File: src/rtl/regs_trace_buffer.sv
// Change-capture trace buffer: every change seen on regs_i while tracing is enabled
// is pushed as {timestamp, value} into a show-ahead FIFO drained by a consumer.
module regs_trace_buffer #(
    parameter int DEPTH = 16,
    parameter int TS_W  = 16
) (
    input  logic                   clock_i,
    input  logic                   reset_i,
    input  logic [13:0]            regs_i,
    input  logic                   trace_en_i,
    input  logic                   rd_ready_i,
    output logic                   rd_valid_o,
    output logic [TS_W+13:0]       rd_data_o,
    output logic [$clog2(DEPTH):0] count_o,
    output logic                   overflow_o,
    output logic [7:0]             drop_cnt_o
);

    localparam int AW = $clog2(DEPTH);
    localparam int DW = TS_W + 14;
    localparam logic [AW:0] FULL_CNT = (AW + 1)'(DEPTH);

    logic [TS_W-1:0] r_ts;
    logic [13:0]     r_prev;
    logic [AW-1:0]   r_wr_ptr;
    logic [AW-1:0]   r_rd_ptr;
    logic [AW:0]     r_count;
    logic            r_overflow;
    logic [7:0]      r_drop_cnt;
    logic [DW-1:0]   r_mem [DEPTH];

    logic            w_cap_req;
    logic            w_valid;
    logic            w_full;
    logic            w_pop;
    logic            w_push;
    logic            w_drop;
    logic [DW-1:0]   w_wr_data;

    // A full FIFO still accepts a capture when the head is leaving on the same edge.
    assign w_cap_req = trace_en_i && (regs_i != r_prev);
    assign w_valid   = (r_count != '0);
    assign w_full    = (r_count == FULL_CNT);
    assign w_pop     = w_valid && rd_ready_i;
    assign w_push    = w_cap_req && (!w_full || w_pop);
    assign w_drop    = w_cap_req && w_full && !w_pop;
    assign w_wr_data = {r_ts, regs_i};

    // NOTE: sequential state uses non-blocking assignments so every register samples pre-edge values.
    always_ff @(posedge clock_i) begin
        if (!reset_i) begin
            r_ts       <= '0;
            r_prev     <= '0;
            r_wr_ptr   <= '0;
            r_rd_ptr   <= '0;
            r_count    <= '0;
            r_overflow <= 1'b0;
            r_drop_cnt <= '0;
        end else begin
            r_ts   <= r_ts + TS_W'(1);
            r_prev <= regs_i;

            if (w_push) begin
                r_wr_ptr <= r_wr_ptr + AW'(1);
            end
            if (w_pop) begin
                r_rd_ptr <= r_rd_ptr + AW'(1);
            end

            case ({w_push, w_pop})
                2'b10:   r_count <= r_count + (AW + 1)'(1);
                2'b01:   r_count <= r_count - (AW + 1)'(1);
                default: r_count <= r_count;
            endcase

            if (w_drop) begin
                r_overflow <= 1'b1;
                if (r_drop_cnt != 8'hFF) begin
                    r_drop_cnt <= r_drop_cnt + 8'd1;
                end
            end
        end
    end

    // NOTE: storage has no reset; stale entries are hidden by the rd_valid_o gate below.
    always_ff @(posedge clock_i) begin
        if (reset_i && w_push) begin
            r_mem[r_wr_ptr] <= w_wr_data;
        end
    end

    assign rd_valid_o = w_valid;
    assign rd_data_o  = w_valid ? r_mem[r_rd_ptr] : '0;
    assign count_o    = r_count;
    assign overflow_o = r_overflow;
    assign drop_cnt_o = r_drop_cnt;

endmodule

File: config.mk
export PLATFORM = sky130hd
export DESIGN_NAME = regs_trace_buffer
export DESIGN_NICKNAME = d
export VERILOG_FILES = /design/src/rtl/regs_trace_buffer.sv
export SDC_FILE = /design/constraint.sdc
export NUM_CORES = 1
export LEC_CHECK = 0
export ABC_AREA = 1
export CORE_ASPECT_RATIO = 1.4
export CORE_MARGIN = 4
export CORE_UTILIZATION = 40
export DETAILED_ROUTE_END_ITERATION = 7
export HOLD_SLACK_MARGIN = 0.1
export PLACE_DENSITY_LB_ADDON = 0.12
export SLEW_MARGIN = 0
export SYNTH_ARGS = -nofsm -noshare
export SYNTH_HDL_FRONTEND = slang
export SYNTH_SLANG_ARGS = --single-unit
export TNS_END_PERCENT = 50
File: constraint.sdc
create_clock -name clock_i -period 11.6 [get_ports clock_i]
set_input_delay 2.32 -clock clock_i [delete_from_list [all_inputs] [get_ports clock_i]]
set_output_delay 2.32 -clock clock_i [all_outputs]
set_load 0.005 [all_outputs]
* Yosys cells after proc, flatten, opt, wreduce, memory -nomap -nowiden *
Memory sizes are Yosys's and may differ from the RTL's. A register that Yosys moved wholly into a read port is not among the register bits.
Index checks and enable logic that the tools add are counted.

word-level totals
  register bits after elaboration = 52
  bits in writable memories = 480
  output and inout bits = 45
  memories = 1

memories
  memory  words  width  rd ports  clocked after memory_dff  write ports  RTL line  source
  r_mem   16     30     1         1                         1            30        logic [DW-1:0] r_mem [DEPTH];

cells by class
  add/subtract/negate cells = 6
  equality and inequality tests = 5
  multiplexer cells = 6
  reduce and logical (&&, ||, !) cells = 12

operators by type and width
  kind                                                                   count
  30-bit two-way mux                                                     1
  16-bit by 1-bit adder with 16-bit output, second input constant        1
  14-bit inequality test                                                 1
  5-bit case mux with 2 select lines                                     1
  4-bit by 1-bit adder with 4-bit output, second input constant          2
  8-bit by 1-bit adder with 8-bit output, second input constant          1
  4-bit two-way mux                                                      2
  8-bit inequality test, second input constant                           1
  1-bit logical AND                                                      6
  5-bit by 1-bit adder with 5-bit output, second input constant          1
  5-bit equality test, second input constant                             1
  5-bit nonzero test                                                     1
  5-bit by 1-bit subtractor with 5-bit output, second input constant     1
  2-bit by 1-bit equality test with 1-bit output, second input constant  1
  2-bit equality test, second input constant                             1
  1-bit zero test                                                        2
  1-bit two-way mux                                                      2
  2-bit AND reduction                                                    1
  2-bit nonzero test                                                     1
  1-bit logical OR                                                       1

* Longest topological paths before layout *
Gate-level depths: netlist (run 1).

  word-level depth = 7
  mapped depth = 20
  mapped depth without buffers = 20

* Least setup slack after synthesis (run 1) *
OpenSTA, ideal clock, no wires.

  kind = input-to-reg
  start point = input port regs_i[4]
  end point = memory r_mem[10][0] (netlist name), enable pin
  library setup time = 455 ps
  arrival time = 5,239 ps
  data required time = 11,145 ps
  slack = 5,906 ps
  stages = 12
  cells stage by stage = nand2_1 -> inv_1 -> nor2_1 -> nor2_1 -> nand2_1 -> nor2_1 -> nand2_1 -> nand3_2 -> nor2_1 -> inv_1 -> buf_6 -> nor3_1

between the ends
  longest elaborated chain between the ends = 6

ends and longest elaborated chain
  item                                     RTL line  source
  start, declared                          9         input logic [13:0] regs_i,
  14-bit inequality test                   41        assign w_cap_req = trace_en_i && (regs_i != r_prev);
  1-bit logical AND                        41
  1-bit logical AND                        45        assign w_push = w_cap_req && (!w_full || w_pop);
  1-bit logical AND                        87        if (reset_i && w_push) begin
  1-bit two-way mux                        87
  1-bit two-way mux (implied by the code)  88        r_mem[r_wr_ptr] <= w_wr_data;
  end, declared                            30

No other way between the ends.

==> results of run 1 <==
==> stage by stage <==
step           area [µm²]  hold WS, ns  worst slack (ns)
2_1_floorplan       21300        0.460              5.91
3_3_place_gp        22700        0.475              5.20
3_5_place_dp        22700        0.469              5.11
4_1_cts             24300        0.492              4.94
5_1_grt             24300        0.513              4.77
6_report            24300        0.492              4.99
==> worst max-delay path, stage by stage (launching register included) <==
cell	delay, ns
dfxtp_4	0.53
clkinv_2	0.72
buf_4	0.74
o21ai_0	0.19
o22ai_1	0.16
nor2_1	0.06
nor2_1	0.12
o21ai_1	0.08
a21oi_1	0.40
clkdlybuf4s50_1	0.61
==> cell type report <==
type | count | area (µm²)
multi-input cells | 978 | 5030
flip-flops and latches | 536 | 15500
repair buffers | 96 | 883
clock inverters | 17 | 151
diodes | 1 | 2.50
clock buffers | 77 | 1440
fillers | 4727 | 28100
inverters | 86 | 329
well taps | 707 | 885
==> cells by family (layout without fill, tap and decap cells) <==
logic type,after synthesis,after routing,synth area share [%]
xor+xnor,10,10,0.411
fa+ha+maj,11,11,0.682
simple gates,500,500,9.60
buf+inv,192,276,3.84
flops,536,536,73.0
other cells,0,1,0
compound gates,457,457,12.5
==> report_power, final <==
| part | switching [W] | internal [W] | total, W |
|---|---|---|---|
| Clock | 0.000700 | 0.000903 | 0.00160 |
| Sequential | 0.0000597 | 0.00212 | 0.00218 |
| Combinational | 0.000609 | 0.000342 | 0.000951 |
==> worst max-delay path by stage <==
stage | from | endpoint | slack [ns] | depth (start not counted)
2_1_floorplan | regs_i[4] | r_mem[10][0] | 5.91 | 12
3_3_place_gp | regs_i[0] | r_mem[9][9] | 5.20 | 12
3_5_place_dp | regs_i[2] | r_mem[9][9] | 5.11 | 12
4_1_cts | flip-flop | rd_data_o[17] | 4.94 | 9
5_1_grt | flip-flop | rd_data_o[29] | 4.77 | 9
6_report | flip-flop | rd_data_o[16] | 4.99 | 9
==> registers in the layout (all words and copies together) (netlist names), named ones only <==
name and cells:
r_mem 480, r_ts 16, r_prev 14, drop_cnt_o 8
count_o 5, r_rd_ptr 4, r_wr_ptr 4, overflow_o 1
==> synthesized netlist by cell type (all sizes together), types with 21 or more instances <==
cell type | instances | share of area (%)
o221ai | 84 | 3.5
o22ai | 36 | 1.1
nand2 | 97 | 1.8
dfxtp | 56 | 5.3
clkbuf | 58 | 1.0
nor2 | 319 | 5.7
a21oi | 55 | 1.3
o21ai | 275 | 6.5
nand3 | 56 | 1.4
edfxtp | 480 | 68
nor3 | 21 | 0.49
inv | 84 | 1.5
buf | 48 | 1.3
==> metal layers <==
layer / track usage (%) / up-vias
li1: - / 6340
met3: 2.83 / 109
met2: 34.0 / 345
met5: 0 / -
met1: 26.4 / 6887
met4: 6.92 / 0
==> flow_metrics.py, run 1 <==
metrics = {
    "outcome": {
        "outcome": "complete, no violations",
    },
    "clocking": {
        "cts_sinks": 536,
        "htree_levels": 2,
        "clk_path_buf_depth": 3,
        "cts.repair.resized": 0,
        "root_buffer": "clkbuf_16",
        "post-cts-setup-buffers": 0,
        "cts_buffers": 50,
        "path_clk_slew_ns": 0.06,
        "cts_tree": "built",
        "ctsHoldBuffers": 0,
        "insertion_delay_ns": 0.59,
    },
    "global_route": {
        "grt_pass1_wl_um": 86300,
        "track_usage_pct": 20.0,
        "grt_pass1_vias": 13700,
        "grt_start_max_net_pins": 183,
        "antenna_found_initial": 1,
        "grt_overflow": 0,
    },
    "synthesis": {
        "syn_inst": 1706,
        "ys_types": 35,
        "synth_edf_count": 480,
        "yosysWarnings": 0,
        "synth_area_mm2": 0.0213,
        "syn_area_per_cell_um2": 12.5,
        "ys_ff_latch": 536,
        "synthArstFlopShare_pct": 0,
        "synthFlopType": "edfxtp_1",
        "synthesis.nets": 1735,
        "seq_area_frac_synth_pct": 73.0,
    },
    "min_path": {
        "hold_start": "overflow_o",
        "holdPathStages": 1,
        "hold_end": "overflow_o",
        "hp-class": "reg2reg",
    },
    "sta": {
        "fin_crit_sh_pct": 57.0,
        "clock.fmax_ghz": 0.151,
        "tns_ns": 0,
        "setup_viol": 0,
        "worst_pin_slew_ns": 1.10,
        "drv_slew": 0,
        "rsz0062_at_grt": "false",
        "relSlewSlack_pct": 26.5,
        "hold_viol": 0,
        "finalClockSkew_ns": 0.0251,
        "period_needed_ns": 6.61,
    },
    "power": {
        "peakVddDrop_v": 0.000157,
        "power_w": 0.00473,
        "leakage_nw": 8.07,
        "p_per_area_mw_per_mm2": 195,
    },
    "layout": {
        "fin_cells": 2498,
        "postLayoutCoreUtil_pct": 46.3,
        "mostFrequentLayoutCells": "480 x edfxtp_1, 311 x nor2_1, 254 x o21ai_0, 92 x nand2_1, 84 x o221ai_1",
        "layout_commonest_cell": "edfxtp_1",
        "nNetsFinal": 1777,
        "area_growth_pct": 14.0,
        "drive_gt1_share_pct": 8.16,
    },
    "setup_path": {
        "cp_data_required_time_ns": 9.28,
        "r2r-start": "r_prev[7]",
        "regToRegSetupSlack_ns": 8.26,
        "regToRegEndpoint": "r_mem[9][11]",
        "start_kind": "flip-flop",
        "critical_path_class": "reg2out",
        "arrival_ns": 4.29,
        "ff2ff_path_depth": 12,
        "cp_max_fo": 63,
        "worstSetupEndpointType": "output port",
    },
    "die": {
        "dieHeight_um": 281,
        "ios": 63,
        "start_util_pct": 40.6,
        "die_w_um": 203,
        "rows": 99,
        "core-area_mm2": 0.0524,
        "dieArea_mm2": 0.0570,
    },
    "drt": {
        "wire_per_inst_um": 23.1,
        "ant_nets": 0,
        "wl_met1_um": 25200,
        "drc": 0,
        "wl_met3_um": 2550,
        "via_per_inst": 5.48,
        "first_iter_violations": 1056,
        "met2_length_um": 28100,
        "drt_wl_total_um": 57800,
        "vias": 13700,
        "highest_layer": "met4",
        "dr.pass1.iters": 5,
    },
    "run": {
        "drv_cap": 0,
    },
    "placement": {
        "placed_cells": 2403,
        "io_buffers": 62,
        "hpwlAfterDp_um": 29300,
        "place.gp.congestion": 0.764,
    },
}
(Power assumes the default switching activity.)
==> run 2: changes to the inputs <==
==> constraint.sdc (replaced) <==
create_clock -name clock_i -period 5.93 [get_ports clock_i]
set_input_delay 1.186 -clock clock_i [delete_from_list [all_inputs] [get_ports clock_i]]
set_output_delay 1.186 -clock clock_i [all_outputs]
set_load 0.005 [all_outputs]
==> run 2 against run 1 <==
  * Clock power increased by 96%
  * Clock skew down 0.013 ns
  * Flip-flop and latch count stayed put
  * Worst setup slack lost 4.1 ns
  * Via count up 0.58%
  * Hold slack lost 0.0021 ns
  * Register-to-register slack worse by 5.2 ns
  * Die area unchanged
  * Highest routed layer unchanged
  * Critical endpoint is now rd_data_o[26]
  * Non-clock buffer count grew 20
==> flow_metrics.py, run 2 (synthesis gave the netlist of run 1 again) <==
metrics = {
    "drt": {
        "drc": 0,
        "vias": 13800,
        "ant_nets": 0,
        "drt_wl_total_um": 57500,
        "dr.pass1.iters": 5,
        "first_iter_violations": 1114,
        "wire_per_inst_um": 22.8,
        "via_per_inst": 5.47,
    },
    "sta": {
        "relSlewSlack_pct": 33.8,
        "finalClockSkew_ns": 0.0124,
        "clock.fmax_ghz": 0.198,
        "tns_ns": 0,
        "period_needed_ns": 5.05,
        "worst_pin_slew_ns": 0.993,
        "setup_viol": 0,
        "rsz0062_at_grt": "false",
        "hold_viol": 0,
        "fin_crit_sh_pct": 85.1,
        "drv_slew": 0,
    },
    "clocking": {
        "cts_sinks": 536,
        "ctsHoldBuffers": 0,
        "cts.repair.resized": 0,
        "path_clk_slew_ns": 0.06,
        "clk_path_buf_depth": 3,
        "cts_tree": "built",
        "root_buffer": "clkbuf_16",
        "cts_buffers": 50,
        "post-cts-setup-buffers": 0,
        "insertion_delay_ns": 0.58,
        "htree_levels": 2,
    },
    "outcome": {
        "outcome": "complete, no violations",
    },
    "layout": {
        "area_growth_pct": 15.0,
        "largest_register_ffs": 480,
        "top_register": "r_mem",
        "nNetsFinal": 1797,
        "reg_top3": "r_mem (480), r_ts (16), r_prev (14)",
        "layout_commonest_cell": "edfxtp_1",
        "drive_gt1_share_pct": 9.23,
        "final.fill_count": 4741,
        "antennaDiodeCount": 0,
        "mostFrequentLayoutCells": "480 x edfxtp_1, 311 x nor2_1, 254 x o21ai_0, 92 x nand2_1, 84 x o221ai_1",
    },
    "setup_path": {
        "critical_path_class": "reg2out",
        "r2r-start": "r_prev[13]",
        "regToRegSetupSlack_ns": 3.09,
        "worstSetupEndpointType": "output port",
        "ff2ff_path_depth": 12,
        "arrival_ns": 3.86,
        "start_kind": "flip-flop",
        "cp_data_required_time_ns": 4.74,
        "regToRegEndpoint": "r_mem[8][13]",
        "cp_max_fo": 50,
    },
    "run": {
        "drv_cap": 0,
    },
    "placement": {
        "io_buffers": 62,
        "hpwlAfterDp_um": 30600,
        "place.gp.congestion": 0.747,
    },
    "global_route": {
        "grt_start_max_net_pins": 108,
        "grt_pass1_wl_um": 86900,
        "grt_overflow": 0,
        "track_usage_pct": 19.9,
        "grt_pass1_vias": 13800,
        "antenna_found_initial": 0,
    },
    "power": {
        "power_w": 0.00931,
        "p_per_area_mw_per_mm2": 380,
        "peakVddDrop_v": 0.000221,
        "leakage_nw": 8.19,
    },
    "die": {
        "rows": 99,
        "dieArea_mm2": 0.0570,
        "core-area_mm2": 0.0524,
        "start_util_pct": 40.6,
        "dieHeight_um": 281,
        "ios": 63,
        "die_w_um": 203,
    },
    "min_path": {
        "hold_end": "overflow_o",
        "holdPathStages": 1,
        "hold_start": "overflow_o",
        "hp-class": "reg2reg",
    },
}
## run 2: changes by cell type in the layout (fill, tap and decap cells not counted), sizes merged
cell | previous run | this run
buf | 35 | 55
clkinv | 15 | 18
clkbuf | 77 | 75
clkinvlp | 1 | 0
diode | 1 | 0
## run 2: worst max-delay path by stage
| stage | to | slack, ns | cells after the start |
|---|---|---|---|
| global placement | r_mem[8][13] | 1.31 | 12 |
| detailed placement | r_mem[8][15] | 1.22 | 12 |
| floorplan | r_mem[1][0] | 1.37 | 12 |
| global route | rd_data_o[26] | 0.69 | 9 |
| CTS | rd_data_o[17] | 0.82 | 9 |
| finish | rd_data_o[26] | 0.88 | 9 |
## run 2: per-layer routing
| metal | part of all wire [%] | GRT usage (%) | vias up |
|---|---|---|---|
| li1 | - | - | 6374 |
| met1 | 42 | 25.6 | 6954 |
| met2 | 51 | 35.7 | 337 |
| met3 | 4.1 | 2.46 | 96 |
| met4 | 2.6 | 5.56 | 0 |
| met5 | 0 | 0 | - |
## run 2: worst max-delay path, stage by stage, from the launching register on
cell             delay, ns
dfxtp_4               0.72
clkinv_2              0.85
buf_4                 0.55
o21ai_0               0.13
o22ai_1               0.09
nor2_1                0.10
nor2_1                0.05
o21ai_1               0.17
a21oi_1               0.12
clkdlybuf4s50_1       0.49
## run 2: final cells by class
class                           instances  area, µm²  area share (%)
Clock buffer                           75       1430            5.82
Clock inverter                         19        164           0.669
Inverter                               86        329            1.34
Multi-Input combinational cell        978       5030            20.5
Sequential cell                       536      15500            63.5
Tap cell                              707        885            3.61
Timing Repair Buffer                  116       1110            4.53
## run 2: metrics by stage
step	cell area, µm²	std cells	setup WS, ns	hold WS (ns)	util [%]
6_report	24500	2517	0.883	0.490	46.7
3_5_place_dp	22900	2423	1.22	0.471	43.7
2_1_floorplan	21300	1706	1.37	0.460	-
5_1_grt	24500	2517	0.691	0.526	46.7
3_3_place_gp	22900	2423	1.31	0.460	43.7
4_1_cts	24500	2517	0.822	0.491	46.7
## run 2: report_power, final
group	internal (W)	switching, W	total (W)	leakage, nW
Combinational	0.000710	0.00123	0.00194	2.53
Clock	0.00176	0.00138	0.00314	0.787
Sequential	0.00415	0.0000876	0.00423	4.88
